[config.mk]
export PLATFORM = sky130hd
export DESIGN_NAME = ram_registros_rtc
export DESIGN_NICKNAME = d
export VERILOG_FILES = /design/src/rtl/ram_registros_rtc.sv
export SDC_FILE = /design/constraint.sdc
export NUM_CORES = 1
export LEC_CHECK = 0
export BUFFER_PORTS_ARGS = -buffer_cell sky130_fd_sc_hd__buf_2
export CAP_MARGIN = 10
export CORE_MARGIN = 2
export CORE_UTILIZATION = 50
export DETAILED_ROUTE_END_ITERATION = 12
export PLACE_DENSITY = 0.74
export SETUP_SLACK_MARGIN = 0.2
export SKIP_LAST_GASP = 1
export SLEW_MARGIN = 40
export SYNTH_ARGS = -nofsm -noshare
export SYNTH_HDL_FRONTEND = slang
export SYNTH_SLANG_ARGS = --single-unit
export TNS_END_PERCENT = 1
[constraint.sdc]
create_clock -name clk -period 8.3 [get_ports clk]
set_clock_uncertainty 0.2 [all_clocks]
set_input_delay 2.49 -clock clk [delete_from_list [all_inputs] [get_ports clk]]
set_output_delay 2.49 -clock clk [all_outputs]
set_load 0.03 [all_outputs]
[src/rtl/ram_registros_rtc.sv]
// ram_registros_rtc: 32x8 RTC register bank written by ROM during init or by bus; tracks init coverage and flags bad addressing.
// Optional per-location even parity with error_paridad when RAM_PARIDAD_EN is defined.
module ram_registros_rtc #(
  parameter int               N_POS       = 32,
  parameter int               ANCHO       = 8,
  parameter logic [ANCHO-1:0] VALOR_RESET = '0
) (
  input  logic             clk,
  input  logic             reset,
  input  logic             rom_to_ram,
  input  logic [ANCHO-1:0] dato_rom,
  input  logic [ANCHO-1:0] dato_bus,
  input  logic [N_POS-1:0] dir_ram,
  input  logic             w_ram_enable,
  input  logic             r_ram_enable,
  output logic [ANCHO-1:0] dato_ram,
  output logic             dato_valido,
  output logic             inic_completa,
  output logic             error_dir,
  output logic [N_POS-1:0] mapa_escrito,
  output logic             error_paridad
);
  localparam int IW = $clog2(N_POS);
  localparam logic [N_POS-1:0] UNO = 1;
  logic [ANCHO-1:0] mem_q [N_POS];
  logic [ANCHO-1:0] dato_ram_q, dato_ram_d, dato_w;
  logic [N_POS-1:0] mapa_q, mapa_d;
  logic [IW-1:0] idx;
  logic legal, multi, wr, rd, err, ini, inic_q, inic_d, rom_q, valido_q, err_q;
  always_comb begin
    idx = '0;
    for (int i = 0; i < N_POS; i++) if (dir_ram[i]) idx = IW'(i);
  end
  assign legal  = $onehot(dir_ram);
  assign multi  = (|dir_ram) && !legal;
  assign wr     = w_ram_enable && legal;
  assign rd     = r_ram_enable && !w_ram_enable && legal;
  assign err    = (legal && w_ram_enable && r_ram_enable) || (multi && (w_ram_enable || r_ram_enable));
  // A rising edge of rom_to_ram starts a fresh init pass
  assign ini    = rom_to_ram && !rom_q;
  assign dato_w = rom_to_ram ? dato_rom : dato_bus;
  always_comb begin
    mapa_d     = (ini ? '0 : mapa_q) | ((wr && rom_to_ram) ? (UNO << idx) : '0);
    inic_d     = !ini && (inic_q || (&mapa_q));
    dato_ram_d = rd ? mem_q[idx] : dato_ram_q;
  end
  always_ff @(posedge clk) begin
    if (reset) begin
      for (int i = 0; i < N_POS; i++) mem_q[i] <= VALOR_RESET;
      dato_ram_q <= '0;
      mapa_q     <= '0;
      inic_q     <= 1'b0;
      rom_q      <= 1'b0;
      valido_q   <= 1'b0;
      err_q      <= 1'b0;
    end else begin
      if (wr) mem_q[idx] <= dato_w;
      dato_ram_q <= dato_ram_d;
      mapa_q     <= mapa_d;
      inic_q     <= inic_d;
      rom_q      <= rom_to_ram;
      valido_q   <= rd;
      err_q      <= err;
    end
  end
  assign dato_ram      = dato_ram_q;
  assign dato_valido   = valido_q;
  assign inic_completa = inic_q;
  assign error_dir     = err_q;
  assign mapa_escrito  = mapa_q;
`ifdef RAM_PARIDAD_EN
  logic par_q [N_POS];
  logic err_par_q;
  always_ff @(posedge clk) begin
    if (reset) begin
      for (int i = 0; i < N_POS; i++) par_q[i] <= ^VALOR_RESET;
      err_par_q <= 1'b0;
    end else begin
      if (wr) par_q[idx] <= ^dato_w;
      err_par_q <= rd && ((^mem_q[idx]) != par_q[idx]);
    end
  end
  assign error_paridad = err_par_q;
`else
  assign error_paridad = 1'b0;
`endif
endmodule

# Word level (Yosys, flattened, before mapping)
# Memories as Yosys holds them, arrays and structs flattened. A register that Yosys moved wholly into a read port is not among the register bits.
# Cells that the tools add are included.
# word_totals
reg_bits,36
latch_bits,0
ram_bits,256
mem_bits_ro,0
in_bits,53
output_inout_bits,44
elab_cells,101
mem_count,1
# classes
add_sub_neg,31
mul,0
div_mod_pow,0
n_lt_le_gt_ge,0
n_eq_ne,1
n_shift,1
muxes,42
bitwise_logic,1
n_reduce_logical,19
# mem_list
memory,depth,width,rd,rd_clocked_by_memory_dff,wr,line_no,source
mem_q,32,8,1,1,32,25,logic [ANCHO-1:0] mem_q [N_POS];
# ops
op,n
2-to-1 mux 5 bit,31
2-to-1 mux 32 bit,2
adder 1 x 1 -> 2 bit,16
OR 32 bit,1
AND reduction 32 bit,1
OR reduction 32 bit,1
"left shift 1 x 5 -> 32 bit, first input constant",1
adder 2 x 2 -> 3 bit,8
adder 3 x 3 -> 4 bit,4
2-to-1 mux 8 bit,2
adder 4 x 4 -> 5 bit,2
logical AND 1 bit,9
OR reduction 8 bit,1
2-to-1 mux 1 bit,7
adder 5 x 5 -> 6 bit,1
"== test 6 x 1 -> 1 bit, second input constant",1
logical NOT 1 bit,4
logical OR 1 bit,3

# Depth between registers and ports, before layout
# Gate-level depths: netlist of run 1.
# depth
ltp_word,34
mapped_depth,22

# Worst setup path before layout of run 1
# Ideal clock, no wire load.
# synth_path
kind,input to register
startpoint,input dir_ram[23]
endpoint,memory mem_q[22][0] (enable)
t_arrival_ns,8.171
setup_slack_ns,-0.406
stages,19
n_path_buf,0
cell_sequence,fa_1 -> fa_1 -> inv_1 -> fa_1 -> inv_1 -> fa_1 -> fa_1 -> inv_1 -> fa_1 -> inv_1 -> ha_1 -> inv_1 -> fa_1 -> nand3b_1 -> a2111oi_2 -> nand3b_1 -> nor3_1 -> nand3_1 -> nand2b_1
# synth_rtl
item,line_no,source
from (decl),13,"input logic [N_POS-1:0] dir_ram,"
to (decl),25,

==> results of run 1 <==
## area by class of cell
class                   count  share of cell area
clock buffers              47              0.0520
repair buffers            199              0.0818
inverters                  43             0.00928
multi-input cells         813               0.334
well taps                 384              0.0276
clock inverters             7             0.00252
diodes                      1            0.000144
flip-flops and latches    300               0.493
## flip-flops by register name, indices dropped and copies added (netlist names)
signal / flops
mem_q: 256
rom_q: 1
dato_ram: 8
error_dir: 1
mapa_escrito: 32
dato_valido: 1
inic_completa: 1
## worst max-delay path, delay by kind of cell
kind / cells / cell delay, ps
AND/OR/NAND/NOR: 5 / 880
adder cells (fa/ha/maj): 8 / 3470
buffers and inverters: 8 / 710
AO/OA/AOI/OAI: 1 / 440
## cells by family (layout without fill, tap and decap cells)
group                    count (synthesis)  count (layout)  synth area share
buffers and inverters                  116             296            0.0352
AO/OA/AOI/OAI                          101             101            0.0508
AND/OR/NAND/NOR                        525             525             0.158
flip-flops                             300             300             0.592
other                                    1               2          0.000259
multiplexers                           154             154             0.123
adder cells (fa/ha/maj)                 32              32            0.0401
## power groups by stage
| stage | sequential [mW] | clock (mW) | combinational (mW) |
|---|---|---|---|
| 4_1_cts | 1.75 | 1.30 | 0.758 |
| 2_1_floorplan | 1.79 | 0 | 0.499 |
| 3_3_place_gp | 1.78 | 0 | 0.726 |
| 5_1_grt | 1.75 | 1.36 | 0.929 |
| 6_report | 1.75 | 1.30 | 0.830 |
| 3_5_place_dp | 1.78 | 0 | 0.759 |
## layout by cell type (no fill, tap or decap), drive strengths merged, types with 4 or more instances in the layout
cell type,Yosys,routed
a2111oi,8,8
a211oi,6,6
a21oi,12,12
a311oi,4,4
and2,5,5
and3,7,7
buf,24,199
clkbuf,49,47
clkinv,1,5
dfxtp,44,44
edfxtp,256,256
fa,24,24
ha,8,8
inv,42,43
mux2,11,11
mux2i,127,127
mux4,16,16
nand2,91,91
nand2b,35,35
nand3,29,29
nand4,10,10
nor2,299,299
nor2b,4,4
nor3,22,22
nor4,12,12
o2111ai,5,5
o21a,5,5
o21ai,37,37
## path summary, 6_finish.rpt
kind / endpoint
max: mem_q[4][3]
min: mapa_escrito[8]
max reg2reg: dato_ram[2]
min reg2reg: mapa_escrito[8]
## per-layer routing
layer,part of all wire,track usage,vias up
li1,-,-,4701
met1,0.39,0.357,5139
met2,0.48,0.429,547
met3,0.093,0.0416,96
met4,0.039,0.102,2
met5,0.00025,0,-
## timing repair
action / CTS / global route
pin swaps: 0 / 13
hold buffers: 0 / 0
gates resized for setup: 1 / 48
buffers inserted: 0 / 7
cloned: 0 / 3
endpoints found under the setup margin: 1 / 548
==> flow_summary_export.csv, run 1 <==
group,metric,value,unit
yosys,synth_top_cell_by_area,"edfxtp_1",
yosys,postSynthCellCount,1229,
global_routing,antenna_found_initial,1,
power,peakVddDrop,0.000190,V
placement,dp_slack,-410,ps
power,p_leak,6.64,nW
power,clockPowerShare,0.334,
timing,timing.setup.tns,0,ps
route,drt_first_pass_iters,6,
placement,placed_cells,1728,
power,p_sw,1.06,mW
route,vias,10500,
yosys,synth_area,14500,um2
worst_setup_path,cp-end-kind,"flop",
power,power_frac_comb,0.214,
floorplanning,core,28600,um2
route,antenna_left,0,
clocking,clock_sinks,300,
yosys,synth_top_cell_area_share,0.531,
power,power,3.87,mW
worst_setup_path,r2r_slack,6240,ps
cells_and_area,drive_gt1_frac,0.243,
cells_and_area,syn2layout_area_growth,20.2,%
clocking,htreeDepth,1,
clocking,cts_made_buffers,29,
yosys,synth_flop_cell,"edfxtp_1",
timing,slew_viol_final,0,
floorplanning,num_rows,62,
route,drt-total-wl,39.9,mm
worst_setup_path,path_class,"input port to flop",
timing,whs,280,ps
clocking,cts_buffer_depth,3,
yosys,yosysWarnings,0,
power,p_int,2.81,mW
worst_setup_path,startpoint_type,"input port",
power,p_seq_frac,0.451,
timing,fin_ws,314,ps
yosys,yosysMostFrequentCell,"nor2_1",
global_routing,grt-ovfl-total,0,
power,swShare,0.275,
yosys,ys_seq_elements,300,
placement,io_buffers,95,
floorplanning,fp.dieW,174,um
timing,rsz0062_at_grt,"yes",
timing,finalSetupViolations,0,
clocking,clk_pin_slew,60,ps
flow_run,drv_cap,0,
yosys,synthTopCellsByCount,"nor2_1, edfxtp_1, mux2i_1, nand2_1, clkbuf_1",
yosys,syn-num-nets,1314,
floorplanning,die_h,174,um
route,drtIter0Drc,1335,
worst_setup_path,path_common_cell,"fa_1",
cells_and_area,multi_input_area,5810,um2
cells_and_area,seq_area,8570,um2
global_routing,grt_pass1_vias,10500,
timing,fin_crit,7990,ps
worst_setup_path,path_cells,"buf_6, fa_1, inv_2, fa_1, inv_2, fa_1, fa_1, fa_1, inv_2, fa_1, inv_2, ha_4, inv_2, fa_2, nand3b_1, a2111oi_4, nand3b_1, buf_6, nor3_4, buf_6, nand3_4, nand2b_4",
yosys,synth-edff-count,256,
timing,final-hold-violation-count,0,
outcome,status,"finished clean",
yosys,synth_cell_type_count,62,
clocking,clock_latency,550,ps
worst_setup_path,cp_max_fo,8,
route,avgRoutedWirePerCell,22.2,um
min_path,whs_path_depth,2,
placement,post_dp_cell_area,16200,um2
yosys,ys_seq_area_frac,0.592,
worst_setup_path,max_stage_delay,550,ps
cells_and_area,final_area,17400,um2
timing,fmax,125,MHz
min_path,hp-start,"mapa_escrito[8]",
placement,place_congestion,0.907,
min_path,hp-class,"flop to flop",
placement,dp_hpwl,27.1,mm
cells_and_area,n_fill_cell,2232,
global_routing,grt_start_max_net_pins,74,
timing,maxSlewHeadroom,0.431,
timing,worst_pin_slew,850,ps
floorplanning,io_pins,97,
global_routing,grt_pass1_wl,60.6,mm
power,power.density,223,nW/um2
floorplanning,initial_core_util,0.506,
clocking,cts_tree,"done",
cells_and_area,nNetsFinal,1471,
clocking,clockRootBuffer,"clkbuf_16",
worst_setup_path,cp_slowest_cell,"fa_1",
cells_and_area,final_util,0.608,
worst_setup_path,reg2reg_from,"mem_q[15][2]",
yosys,async_flop_share,0,
worst_setup_path,startpoint,"dir_ram[15]",
yosys,avgSynthCellArea,11.8,um2
floorplanning,dieArea,30300,um2
worst_setup_path,r2r_cells,6,
worst_setup_path,required,8340,ps
route,drcViolationCount,0,
worst_setup_path,cp_data_arrival_time,8030,ps
route,vias_per_cell,5.84,
yosys,synth_area_leaders,"edfxtp_1, mux2i_1, nor2_1",
timing,fin_crit_sh,0.962,
cells_and_area,instances_no_fill,1794,
global_routing,track_usage,0.263,
Power figures use the tool's default switching activity.
==> run 2: changes to the inputs <==
--- a/config.mk
+++ b/config.mk
@@ -6,10 +6,10 @@
 export NUM_CORES = 1
 export LEC_CHECK = 0
-export BUFFER_PORTS_ARGS = -buffer_cell sky130_fd_sc_hd__buf_2
 export CAP_MARGIN = 10
 export CORE_MARGIN = 2
 export CORE_UTILIZATION = 50
 export DETAILED_ROUTE_END_ITERATION = 12
-export PLACE_DENSITY = 0.74
+export DONT_BUFFER_PORTS = 1
+export PLACE_DENSITY = 0.68
 export SETUP_SLACK_MARGIN = 0.2
 export SKIP_LAST_GASP = 1
==> constraint.sdc (replaced) <==
create_clock -name clk -period 9.5 [get_ports clk]
set_clock_uncertainty 0.2 [all_clocks]
set_input_delay 0.95 -clock clk [delete_from_list [all_inputs] [get_ports clk]]
set_output_delay 0.95 -clock clk [all_outputs]
set_load 0.03 [all_outputs]
==> run 2 against run 1 <==
  * Via count down 7.2%
  * Sequential cell count is the same
  * Wire length fell by 2.6%
  * Worst setup slack improved by 1400 ps
  * Register-to-register slack improved by 970 ps
  * Largest cell class unchanged
  * Highest routed layer is now met4
==> flow_summary_export.csv, run 2 (same netlist as run 1, synthesis figures left out) <==
group,metric,value,unit
power,p_sw,0.889,mW
clocking,cts_tree,"done",
power,power_frac_comb,0.164,
power,p_seq_frac,0.459,
timing,timing.setup.tns,0,ps
timing,whs,268,ps
floorplanning,initial_core_util,0.506,
clocking,postCtsSetupBuffers,0,
cells_and_area,nNetsFinal,1292,
clocking,clock_sinks,300,
global_routing,grt_start_max_net_pins,141,
clocking,htreeDepth,1,
global_routing,track_usage,0.258,
cells_and_area,top_register,"mem_q",
global_routing,grt_pass1_vias,9496,
route,drcViolationCount,0,
floorplanning,dieArea,30300,um2
route,vias,9732,
cells_and_area,final_cell_mix,"nor2_1, edfxtp_1, mux2i_1, nand2_1, dfxtp_1",
timing,finalSetupViolations,0,
floorplanning,die_h,174,um
route,drt-total-wl,38.8,mm
floorplanning,core,28600,um2
power,p_int,2.49,mW
timing,fin_ws,1730,ps
worst_setup_path,cp-end-kind,"flop",
worst_setup_path,path_common_cell,"fa_1",
placement,dp_slack,1140,ps
cells_and_area,largest_reg_flops,256,
global_routing,grt-ovfl-total,0,
route,drtIter0Drc,1145,
floorplanning,fp.dieW,174,um
worst_setup_path,startpoint_type,"input port",
timing,fin_crit_sh,0.818,
cells_and_area,n_antenna_cell,0,
route,drt_first_pass_iters,5,
worst_setup_path,crit_family,"adder cells",
worst_setup_path,cp_slowest_cell,"nor2_1",
placement,io_buffers,0,
power,peakVddDrop,0.000164,V
power,swShare,0.263,
clocking,cts_made_buffers,29,
worst_setup_path,path_depth,19,
cells_and_area,drive_gt1_frac,0.0952,
worst_setup_path,path_class,"input port to flop",
power,clockPowerShare,0.377,
clocking,clock_latency,560,ps
clocking,cts_resized,0,
global_routing,antenna_found_initial,0,
floorplanning,num_rows,62,
route,vias_per_cell,6.03,
flow_run,drv_cap,0,
timing,fin_crit,7770,ps
worst_setup_path,required,9510,ps
worst_setup_path,worst-path-buf-inv,5,
clocking,clockRootBuffer,"clkbuf_16",
timing,rsz0062_at_grt,"no",
clocking,cts_buffer_depth,3,
placement,place_congestion,0.879,
timing,worst_pin_slew,873,ps
worst_setup_path,max_stage_delay,810,ps
worst_setup_path,cp_data_arrival_time,7790,ps
timing,final-hold-violation-count,0,
cells_and_area,syn2layout_area_growth,10.4,%
cells_and_area,layout_commonest_cell,"nor2_1",
route,antenna_left,0,
clocking,clk_pin_slew,60,ps
timing,maxSlewHeadroom,0.415,
worst_setup_path,path_cells,"fa_1, fa_1, inv_1, fa_1, inv_1, fa_1, fa_1, inv_1, fa_1, inv_1, ha_1, inv_1, fa_1, nand3b_1, a2111oi_2, nand3b_1, nor2_1, nand3_1, nand2b_1",
timing,slew_viol_final,0,
timing,fmax,129,MHz
placement,dp_hpwl,25.3,mm
cells_and_area,final_util,0.558,
floorplanning,io_pins,97,
worst_setup_path,cp_max_fo,10,
clocking,cts_hold_buf,0,
global_routing,grt_pass1_wl,58.5,mm
route,avgRoutedWirePerCell,24.1,um
worst_setup_path,r2r_cells,4,
outcome,status,"finished clean",
power,power.density,211,nW/um2
power,p_leak,5.71,nW
min_path,hp-class,"input port to flop",
min_path,whs_path_depth,1,
## run 2: changes by cell type in the layout (fill, tap and decap cells not counted), moves of 6 or more
cell / delta
buf_12: -7
buf_2: -96
buf_4: -64
buf_6: -11
bufinv_16: +6
clkbuf_1: -6
clkbuf_8: -6
nand2b_1: +27
nand2b_2: -16
nand2b_4: -11
nand3_1: +12
nand3_2: -9
## run 2: area by class of cell
cell class | instances | area [um2]
Multi-Input combinational cell | 813 | 5520
Timing Repair Buffer | 20 | 183
Clock inverter | 18 | 262
Fill cell | 2355 | 12600
Tap cell | 384 | 480
Sequential cell | 300 | 8570
Clock buffer | 35 | 800
Inverter | 43 | 161
## run 2: metal layers
layer	vias to the layer above	track usage	share of wire
li1	4334	-	-
met1	4742	0.357	0.39
met2	578	0.405	0.46
met3	78	0.0665	0.12
met4	0	0.0791	0.025
met5	-	0	0
## run 2: worst paths after layout
check | start | to | slack (ps)
worst min-delay path | reset | rom_q | 270
worst min register to register | mapa_escrito[14] | mapa_escrito[14] | 420
worst max-delay path | dir_ram[23] | mem_q[24][3] | 1730
worst max register to register | mem_q[18][5] | dato_ram[5] | 7210
## run 2: per-stage QoR
stage | total power, mW | cells | cell area [um2]
3_3_place_gp | 2.11 | 1559 | 14900
3_5_place_dp | 2.12 | 1559 | 14900
2_1_floorplan | 1.97 | 1229 | 14500
6_report | 3.37 | 1613 | 16000
4_1_cts | 3.38 | 1612 | 15900
5_1_grt | 3.51 | 1613 | 16000
## run 2: worst reg2reg max path: stages, from the launching register on
cell and delay (ps):
edfxtp_1 390, mux4_1 550, and2_0 200, a2111oi_1 710
nor4_1 100
## run 2: power by group through the flow
stage / combinational (mW) / sequential [mW] / clock [mW]
finish: 0.552 / 1.55 / 1.27
detailed placement: 0.546 / 1.58 / 0
CTS: 0.553 / 1.55 / 1.27
global placement: 0.534 / 1.58 / 0
global route: 0.617 / 1.56 / 1.33
floorplan: 0.412 / 1.56 / 0
